<file path="config.mk">
export PLATFORM = sky130hd
export DESIGN_NAME = mii_frame_transmitter_flat
export DESIGN_NICKNAME = d
export VERILOG_FILES = /design/src/rtl/mii_frame_transmitter_if.sv /design/src/rtl/mii_frame_transmitter.sv /design/src/flat_wrapper.sv
export SDC_FILE = /design/constraint.sdc
export NUM_CORES = 1
export LEC_CHECK = 0
export ABC_AREA = 1
export CORE_UTILIZATION = 63
export CTS_BUF_LIST = sky130_fd_sc_hd__clkbuf_2
export DETAILED_ROUTE_END_ITERATION = 6
export PLACE_DENSITY = 0.82
export SLEW_MARGIN = 30
export SYNTH_ARGS = -nofsm -noshare
export SYNTH_HDL_FRONTEND = slang
export SYNTH_SLANG_ARGS = --single-unit
</file>
<file path="constraint.sdc">
create_clock -name clk -period 2.05 [get_ports clk]
set_input_delay 0.3075 -clock clk [delete_from_list [all_inputs] [get_ports clk]]
set_output_delay 0.3075 -clock clk [all_outputs]
set_load 0.01 [all_outputs]
</file>
<file path="src/rtl/mii_frame_transmitter_if.sv">
// rtl/mii_frame_transmitter_if.sv - byte stream handshake into the MII frame transmitter
interface mii_frame_transmitter_if;
  logic [7:0] s_data;
  logic       s_valid;
  logic       s_last;
  logic       s_ready;

  modport master (output s_data, output s_valid, output s_last, input s_ready);
  modport slave  (input s_data, input s_valid, input s_last, output s_ready);
endinterface

</file>
<file path="src/rtl/mii_frame_transmitter.sv">
// rtl/mii_frame_transmitter.sv - Ethernet frame serializer onto the 4-bit MII transmit path
// Adds preamble/SFD, pads to the minimum length, appends CRC-32 FCS and holds the inter-frame gap.
module mii_frame_transmitter #(
  parameter int MIN_FRAME   = 60,
  parameter int IFG_NIBBLES = 24
) (
  input  logic                          clk,
  input  logic                          reset,
  mii_frame_transmitter_if.slave        s,
  input  logic                          tx_clk,
  output logic                          tx_en,
  output logic [3:0]                    tx_d,
  output logic                          busy,
  output logic                          underrun,
  output logic                          frame_done
);

  typedef enum logic [2:0] {
    ST_IDLE, ST_PREAMBLE, ST_SFD, ST_DATA, ST_PAD, ST_FCS, ST_DRAIN, ST_IFG
  } state_t;

  localparam logic [10:0] MIN_CNT  = 11'(MIN_FRAME);
  localparam logic [7:0]  IFG_LAST = 8'(IFG_NIBBLES - 1);

  state_t      state_q;
  logic [2:0]  sync_q;
  logic        run_q;
  logic [7:0]  hold_q;
  logic        hold_last_q;
  logic        hold_valid_q;
  logic        last_acc_q;
  logic [7:0]  shift_q;
  logic        shift_last_q;
  logic        phase_q;
  logic [7:0]  cnt_q;
  logic [10:0] byte_cnt_q;
  logic [31:0] crc_q;

  logic        tick;
  logic        accept_state;
  logic        xfer;
  logic [7:0]  crc_in;
  logic [31:0] crc_d;
  logic [31:0] fcs;

  function automatic logic [31:0] crc32_byte(input logic [31:0] c, input logic [7:0] d);
    logic [31:0] r;
    r = c ^ {24'd0, d};
    for (int i = 0; i < 8; i++) begin
      r = r[0] ? ((r >> 1) ^ 32'hEDB88320) : (r >> 1);
    end
    return r;
  endfunction

  // sync_q[1] is the synchronized tx_clk, sync_q[2] its previous value
  assign tick         = sync_q[1] & ~sync_q[2];
  assign accept_state = state_q inside {ST_IDLE, ST_PREAMBLE, ST_SFD, ST_DATA, ST_DRAIN};
  assign s.s_ready    = run_q & ~hold_valid_q & ~last_acc_q & accept_state;
  assign xfer         = s.s_valid & s.s_ready;
  assign crc_in       = (state_q == ST_DATA) ? hold_q : 8'h00;
  assign crc_d        = crc32_byte(crc_q, crc_in);
  assign fcs          = ~crc_q;
  assign busy         = (state_q != ST_IDLE);

  always_ff @(posedge clk) begin
    if (!reset) begin
      state_q      <= ST_IDLE;
      sync_q       <= 3'b000;
      run_q        <= 1'b0;
      hold_q       <= 8'h00;
      hold_last_q  <= 1'b0;
      hold_valid_q <= 1'b0;
      last_acc_q   <= 1'b0;
      shift_q      <= 8'h00;
      shift_last_q <= 1'b0;
      phase_q      <= 1'b0;
      cnt_q        <= 8'd0;
      byte_cnt_q   <= 11'd0;
      crc_q        <= 32'hFFFFFFFF;
      tx_en        <= 1'b0;
      tx_d         <= 4'h0;
      underrun     <= 1'b0;
      frame_done   <= 1'b0;
    end else begin
      sync_q     <= {sync_q[1:0], tx_clk};
      run_q      <= 1'b1;
      underrun   <= 1'b0;
      frame_done <= 1'b0;

      // Bytes accepted while draining an aborted frame are dropped on the floor
      if (xfer && state_q != ST_DRAIN) begin
        hold_q       <= s.s_data;
        hold_last_q  <= s.s_last;
        hold_valid_q <= 1'b1;
      end
      if (xfer && s.s_last) begin
        last_acc_q <= 1'b1;
      end
      if (xfer && s.s_last && state_q == ST_DRAIN) begin
        state_q <= ST_IFG;
        cnt_q   <= 8'd0;
      end

      if (tick) begin
        case (state_q)
          ST_IDLE: begin
            if (hold_valid_q) begin
              tx_en      <= 1'b1;
              tx_d       <= 4'h5;
              cnt_q      <= 8'd1;
              byte_cnt_q <= 11'd0;
              crc_q      <= 32'hFFFFFFFF;
              state_q    <= ST_PREAMBLE;
            end
          end
          ST_PREAMBLE: begin
            tx_d  <= 4'h5;
            cnt_q <= cnt_q + 8'd1;
            if (cnt_q == 8'd14) state_q <= ST_SFD;
          end
          ST_SFD: begin
            tx_d    <= 4'hD;
            phase_q <= 1'b0;
            state_q <= ST_DATA;
          end
          ST_DATA: begin
            if (!phase_q) begin
              if (hold_valid_q) begin
                tx_d         <= hold_q[3:0];
                shift_q      <= hold_q;
                shift_last_q <= hold_last_q;
                hold_valid_q <= 1'b0;
                crc_q        <= crc_d;
                if (byte_cnt_q != 11'h7FF) byte_cnt_q <= byte_cnt_q + 11'd1;
                phase_q      <= 1'b1;
              end else begin
                tx_en    <= 1'b0;
                tx_d     <= 4'h0;
                underrun <= 1'b1;
                state_q  <= ST_DRAIN;
              end
            end else begin
              tx_d    <= shift_q[7:4];
              phase_q <= 1'b0;
              if (shift_last_q) begin
                state_q <= (byte_cnt_q < MIN_CNT) ? ST_PAD : ST_FCS;
                cnt_q   <= 8'd0;
              end
            end
          end
          ST_PAD: begin
            tx_d    <= 4'h0;
            phase_q <= ~phase_q;
            if (!phase_q) begin
              crc_q      <= crc_d;
              byte_cnt_q <= byte_cnt_q + 11'd1;
            end else if (byte_cnt_q == MIN_CNT) begin
              state_q <= ST_FCS;
              cnt_q   <= 8'd0;
            end
          end
          ST_FCS: begin
            tx_d  <= fcs[{cnt_q[2:0], 2'b00} +: 4];
            cnt_q <= cnt_q + 8'd1;
            if (cnt_q == 8'd7) begin
              frame_done <= 1'b1;
              state_q    <= ST_IFG;
              cnt_q      <= 8'd0;
            end
          end
          ST_DRAIN: begin
          end
          ST_IFG: begin
            tx_en <= 1'b0;
            tx_d  <= 4'h0;
            cnt_q <= cnt_q + 8'd1;
            if (cnt_q == IFG_LAST) begin
              state_q    <= ST_IDLE;
              cnt_q      <= 8'd0;
              last_acc_q <= 1'b0;
            end
          end
          default: state_q <= ST_IDLE;
        endcase
      end
    end
  end

endmodule

</file>
<file path="src/flat_wrapper.sv">
// flat-port wrapper written by rule: the top's interface ports become plain ports
module mii_frame_transmitter_flat 
#(
  parameter int MIN_FRAME   = 60,
  parameter int IFG_NIBBLES = 24
)
  (clk, reset, tx_clk, tx_en, tx_d, busy, underrun, frame_done, s_s_data, s_s_valid, s_s_last, s_s_ready);
  mii_frame_transmitter_if s_i ();
  input  logic clk;
  input  logic reset;
  input  logic tx_clk;
  output logic tx_en;
  output logic [3:0] tx_d;
  output logic busy;
  output logic underrun;
  output logic frame_done;
  input wire logic [$bits(s_i.s_data)-1:0] s_s_data;
  input wire logic [$bits(s_i.s_valid)-1:0] s_s_valid;
  input wire logic [$bits(s_i.s_last)-1:0] s_s_last;
  output wire logic [$bits(s_i.s_ready)-1:0] s_s_ready;
  assign s_i.s_data = s_s_data;
  assign s_i.s_valid = s_s_valid;
  assign s_i.s_last = s_s_last;
  assign s_s_ready = s_i.s_ready;
  mii_frame_transmitter #(.MIN_FRAME(MIN_FRAME), .IFG_NIBBLES(IFG_NIBBLES)) u_core (.clk(clk), .reset(reset), .s(s_i), .tx_clk(tx_clk), .tx_en(tx_en), .tx_d(tx_d), .busy(busy), .underrun(underrun), .frame_done(frame_done));
endmodule
</file>
==> metrics.txt, run 1 <==
status finished, final reports clean; core area 8180 um2; EDFF count, synth 0; P per Cell Area 518 nW/um2; Main synth FF type dfxtp_1; DRC Markers 0; Die W ~94 um; IO buf count 21; Crit. End Element flip-flop; htree depth 3; largest net degree at the start of global routing 30; vias after detailed routing between 5000 and 6000; clock-pin slew on the worst setup and hold paths 240 ps; post-DP HPWL between 10000 and 15000 um; Final Power 3.24 mW; worst-skew pair later-pin latency 560 ps; # setup viols final 0; vias in the first global route 5117; post-cts hold buffer count 0; initial core utilization ~65%; CP arrival 2430 ps; Post-synth ARST share 0%; Area after DPL 5710 um2; crit-path max FO 9; DRC marker count from the first detailed-route iteration 561; setup TNS 0 ps; distinct cell type count of the synthesized netlist 49; Net Count, Synth 827; crit path time final between 1500 and 2000 ps; Worst-Margin Slew 529 ps; die area 8760 um2; clock root buffer clkbuf_2; MaxCap Viol Count 0; final hold vios 0; Total Wirelength 17000 um; drt via density 5.96; Die Y roughly 94 um; Num CTS Buffers 9; initial antenna violation count 0; Avg WL per Cell 17.2 um; NumNets Final 895; Area growth, synth to finish 18.3%; Worst EP required 2510 ps; CP Class reg -> reg; gr usage total between 30 and 40%; WHS 268 ps; GPL Wtd Cong 0.945; Synth Cell Area approximately 5300 um2; post-route cell area 6260 um2; Final Cycle Share 95.7%; leakage 2.76 nW; RSZ-0062 raised after global routing yes; Max Fclk a little over 500 MHz; I/O pins 22; Synth Area per Inst 6.53 um2; clock skew around 34 ps; first-pass GRT wire length 24900 um; FP Rows 33; CTS tree yes; worst vdd ir 0.378 mV; YS warnings 0; Max Buffers Root-to-Sink 2; HP Class in -> reg; worst rel slew slack 64.4%; max-slew violation count 0; Pre-antenna DRT Iters 5; number of diodes 0; Synth Instances about 800; sequential share of the synthesized area 31.0%; proportion of layout cells with a drive suffix above 1 17.7%; fin util about three quarters; GRT overflow 0; Clock Sinks 82; number of synthesized register bits between 80 and 90; CP startpoint kind flip-flop; Routed Antenna Nets 0
## where the power goes
group / leakage [nW] / internal [mW] / switching, mW
sequential: 0.669 / 1.65 / 0.0598
clock: 0.0674 / 0.278 / 0.622
combinational: 2.02 / 0.240 / 0.392
total: 2.76 / 2.17 / 1.07
## critical path: stages (launching register included)
cell and delay (ps):
dfxtp_4 430, buf_12 110, nand2_8 80, nor2_8 190
buf_6 140, nand3_1 110, nand2_4 200, nand3_1 180
nand2_2 140, nand2_1 80, nand3_1 110, o211ai_1 100
## through the flow
step | setup WS [ps] | instances
2_1_floorplan | 341 | 810
3_3_place_gp | 63.3 | 941
3_5_place_dp | 10.6 | 941
4_1_cts | 1.26 | 960
5_1_grt | -54.0 | 988
6_report | 87.9 | 988
## state kept, by name (all words and copies together) (netlist names), 3 cells and up
signal             flops
u_core.cnt_q           8
u_core.tx_d            4
u_core.byte_cnt_q     11
u_core.sync_q          3
u_core.crc_q          32
u_core.state_q         3
u_core.shift_q         4
u_core.hold_q          8
## Yosys cell counts (2+ instances only)
master	number	area, um2
clkinv_1	2	7.51
nand4_1	7	43.8
buf_4	4	30.0
nor3_1	11	55.1
nand3_1	84	420
nand3_2	2	20.0
a41oi_1	2	17.5
o21ai_1	11	55.1
nor4_1	4	25.0
buf_2	5	25.0
a211oi_1	3	22.5
a22oi_1	4	30.0
a21oi_1	81	405
ha_1	4	50.1
dfxtp_1	82	1640
nand3b_1	3	22.5
nor2_4	2	22.5
or2_2	2	12.5
o21ai_0	57	285
buf_6	5	56.3
xor2_1	22	193
xnor2_1	3	26.3
nand2_2	9	56.3
nand2_4	7	78.8
o211ai_1	6	45.0
nor2_1	46	173
inv_1	76	285
nor2_2	3	18.8
xnor2_2	2	32.5
inv_2	12	45.0
clkbuf_1	12	45.0
nand2_1	220	826
## cell usage in the layout (no fill, tap or decap), types with 9 or more instances in the layout
cell type,count
xor2_1,22
buf_4,53
clkdlybuf4s50_1,19
nor2_1,46
clkbuf_2,9
o21ai_0,57
nand2_4,11
o21ai_1,11
a21oi_1,80
nand2_2,24
dfxtp_1,78
nor3_1,11
nand3_1,79
inv_2,11
nand2_1,201
inv_1,74
## area by class of cell
type / instances / area (um2)
Multi-Input combinational cell: 614 / 3310
Fill cell: 653 / 1920
Sequential cell: 82 / 1650
Timing Repair Buffer: 80 / 699
Inverter: 90 / 347
Tap cell: 105 / 131
Clock inverter: 7 / 67.6
Clock buffer: 9 / 45.0
Timing Repair inverter: 1 / 7.51
## worst paths after layout
check        slack (ps)                         start  depth (start not counted)                            end
max                  90  u_core.state_q[0]$_SDFF_PN0_                         11  u_core.crc_q[29]$_SDFFE_PN1P_
min                 270                        tx_clk                          3    u_core.sync_q[0]$_SDFF_PN0_
max reg2reg          90  u_core.state_q[0]$_SDFF_PN0_                         11  u_core.crc_q[29]$_SDFFE_PN1P_
min reg2reg         430   u_core.sync_q[0]$_SDFF_PN0_                          2    u_core.sync_q[1]$_SDFF_PN0_
## timing repair
action	CTS	global route
pin swaps	0	17
buffers inserted	3	24
endpoints found under the setup margin	15	45
resized for setup	12	44
gates cloned	0	4
## per-layer routing
layer | GRT usage, % | vias up | wire length (um)
met5 | 0 | - | 0
met4 | 13.8 | 0 | 592
met1 | 44.9 | 2734 | 6720
li1 | - | 2806 | -
met2 | 64.5 | 292 | 8280
met3 | 6.75 | 54 | 1370
## cells by family (layout without fill, tap and decap cells)
group / Yosys count / count (layout) / share of synthesized area (%)
flip-flops: 82 / 82 / 31.0
XOR/XNOR: 28 / 28 / 5.28
buffers and inverters: 117 / 187 / 9.63
adder cells (fa/ha/maj): 4 / 4 / 0.947
AND/OR/NAND/NOR: 407 / 410 / 35.3
AO/OA/AOI/OAI: 172 / 172 / 17.8
(Power assumes the default switching activity.)
==> run 2: changes to the inputs <==
GPL_ROUTABILITY_DRIVEN = 0   (was default)
==> metrics.txt, run 2 (synthesized netlist as in run 1, its figures left out) <==
status finished, final reports clean; CP Class reg -> reg; most common cell after layout, fill and taps aside nand2_1; fin util 74.0%; crit path time final ~2000 ps; Final Power 3.28 mW; CP arrival between 2000 and 3000 ps; Layout Cells excl Fill 973; Pre-antenna DRT Iters 6; vias in the first global route ~5500; I/O pins 22; IO buf count 21; core area about 8200 um2; Worst EP required 2560 ps; most frequent cells in the layout nand2_1, nand3_1, a21oi_1; RSZ-0062 raised after global routing yes; worst rel slew slack 69.7%; Die Y 93.6 um; P per Cell Area 542 nW/um2; # setup viols final 0; final hold vios 0; CP startpoint kind flip-flop; clock root buffer clkbuf_2; crit path cell chain buf_4 > nand2_4 > nor2_8 > nand3_1 > nand2_2 > nand2_2 > nand2_4 > buf_6 > nand2_1 > nand2_2 > inv_2 > nand2_1 > nand2_1 > nand2_1 > nand2_1; vias after detailed routing 5864; max reg flops 32; FP Rows 33; max-slew violation count 0; Max Buffers Root-to-Sink 2; first-pass GRT wire length ~25000 um; largest net degree at the start of global routing 30; Crit. End Element flip-flop; MaxCap Viol Count 0; clock skew 31.2 ps; Num CTS Buffers 9; Worst-Margin Slew 450 ps; post-DP HPWL between 10000 and 15000 um; NumNets Final roughly 900; Die W 93.6 um; leakage 2.68 nW; gr usage total a little under two fifths; number of diodes 0; proportion of layout cells with a drive suffix above 1 15.0%; Final Cycle Share 97.0%; clock-pin slew on the worst setup and hold paths 270 ps; Max Fclk 503 MHz; DRC Markers 0; cell mode on critical path nand2_1; die area 8760 um2; Total Wirelength ~16000 um; FF-to-FF setup slack approximately 61 ps; DRC marker count from the first detailed-route iteration 522; Filler cells 674; worst-skew pair later-pin latency 590 ps; Routed Antenna Nets 0; Avg WL per Cell 16.4 um; CTS tree yes; Slowest cell on crit path dfxtp_2; Top reg by flops u_core.crc_q; delay of the slowest cell on the worst path 390 ps; HP Class in -> reg; GRT overflow 0; Clock Sinks 82; crit-path max FO 9; initial antenna violation count 0; initial core utilization 64.7%; Inst Count DP 934; htree depth 3; Area growth, synth to finish 14.3%; worst vdd ir 0.347 mV; drt via density 6.03; biggest regs u_core.crc_q (32), u_core.byte_cnt_q (11)
-- run 2: worst max-delay path, delay by kind of cell, from the launching register on --
kind | cells | cell delay [ps]
simple gates | 12 | 1190
buf+inv | 3 | 310
flops | 1 | 390
-- run 2: stage by stage --
step / hold WS (ps) / setup TNS [ps] / area, um2 / setup WS (ps)
3_3_place_gp: 394 / 0 / 5660 / 139
5_1_grt: 244 / -215 / 6050 / -73.7
2_1_floorplan: 335 / 0 / 5290 / 341
4_1_cts: 270 / 0 / 5800 / 3.24
3_5_place_dp: 404 / 0 / 5660 / 42.5
6_report: 265 / 0 / 6050 / 61.0
-- run 2: area by class of cell --
cell class / count / area, um2 / share of cell area [%]
Timing Repair Buffer: 69 / 594 / 9.83
Clock inverter: 7 / 81.3 / 1.35
Multi-Input combinational cell: 611 / 3200 / 52.9
Inverter: 90 / 347 / 5.73
Tap cell: 105 / 131 / 2.17
Clock buffer: 9 / 45.0 / 0.745
Sequential cell: 82 / 1650 / 27.3
-- run 2: report_power, final --
group          internal, mW  switching (mW)
registers              1.65          0.0581
logic                 0.223           0.373
clock network         0.308           0.664
-- run 2: path summary, 6_finish.rpt --
path,start,endpoint,depth (start not counted)
worst max-delay path,u_core.state_q[1]$_SDFF_PN0_,u_core.crc_q[20]$_SDFFE_PN1P_,15
worst min-delay path,tx_clk,u_core.sync_q[0]$_SDFF_PN0_,3
worst max register to register,u_core.state_q[1]$_SDFF_PN0_,u_core.crc_q[20]$_SDFFE_PN1P_,15
worst min register to register,u_core.sync_q[0]$_SDFF_PN0_,u_core.sync_q[1]$_SDFF_PN0_,2
-- run 2: timing repair --
action,CTS,global route
buffers inserted,1,21
gates cloned,0,1
resized for setup,7,29
hold buffers,0,0
pin swaps,0,10
setup endpoints to repair,5,38
-- run 2: metal layers --
| metal | vias to the layer above | GRT usage (%) | share of wire [%] |
|---|---|---|---|
| met4 | 0 | 24.0 | 5.2 |
| met1 | 2663 | 42.1 | 39 |
| met2 | 351 | 62.3 | 47 |
| met5 | - | 0 | 0 |
| li1 | 2763 | - | - |
| met3 | 87 | 6.67 | 8.7 |
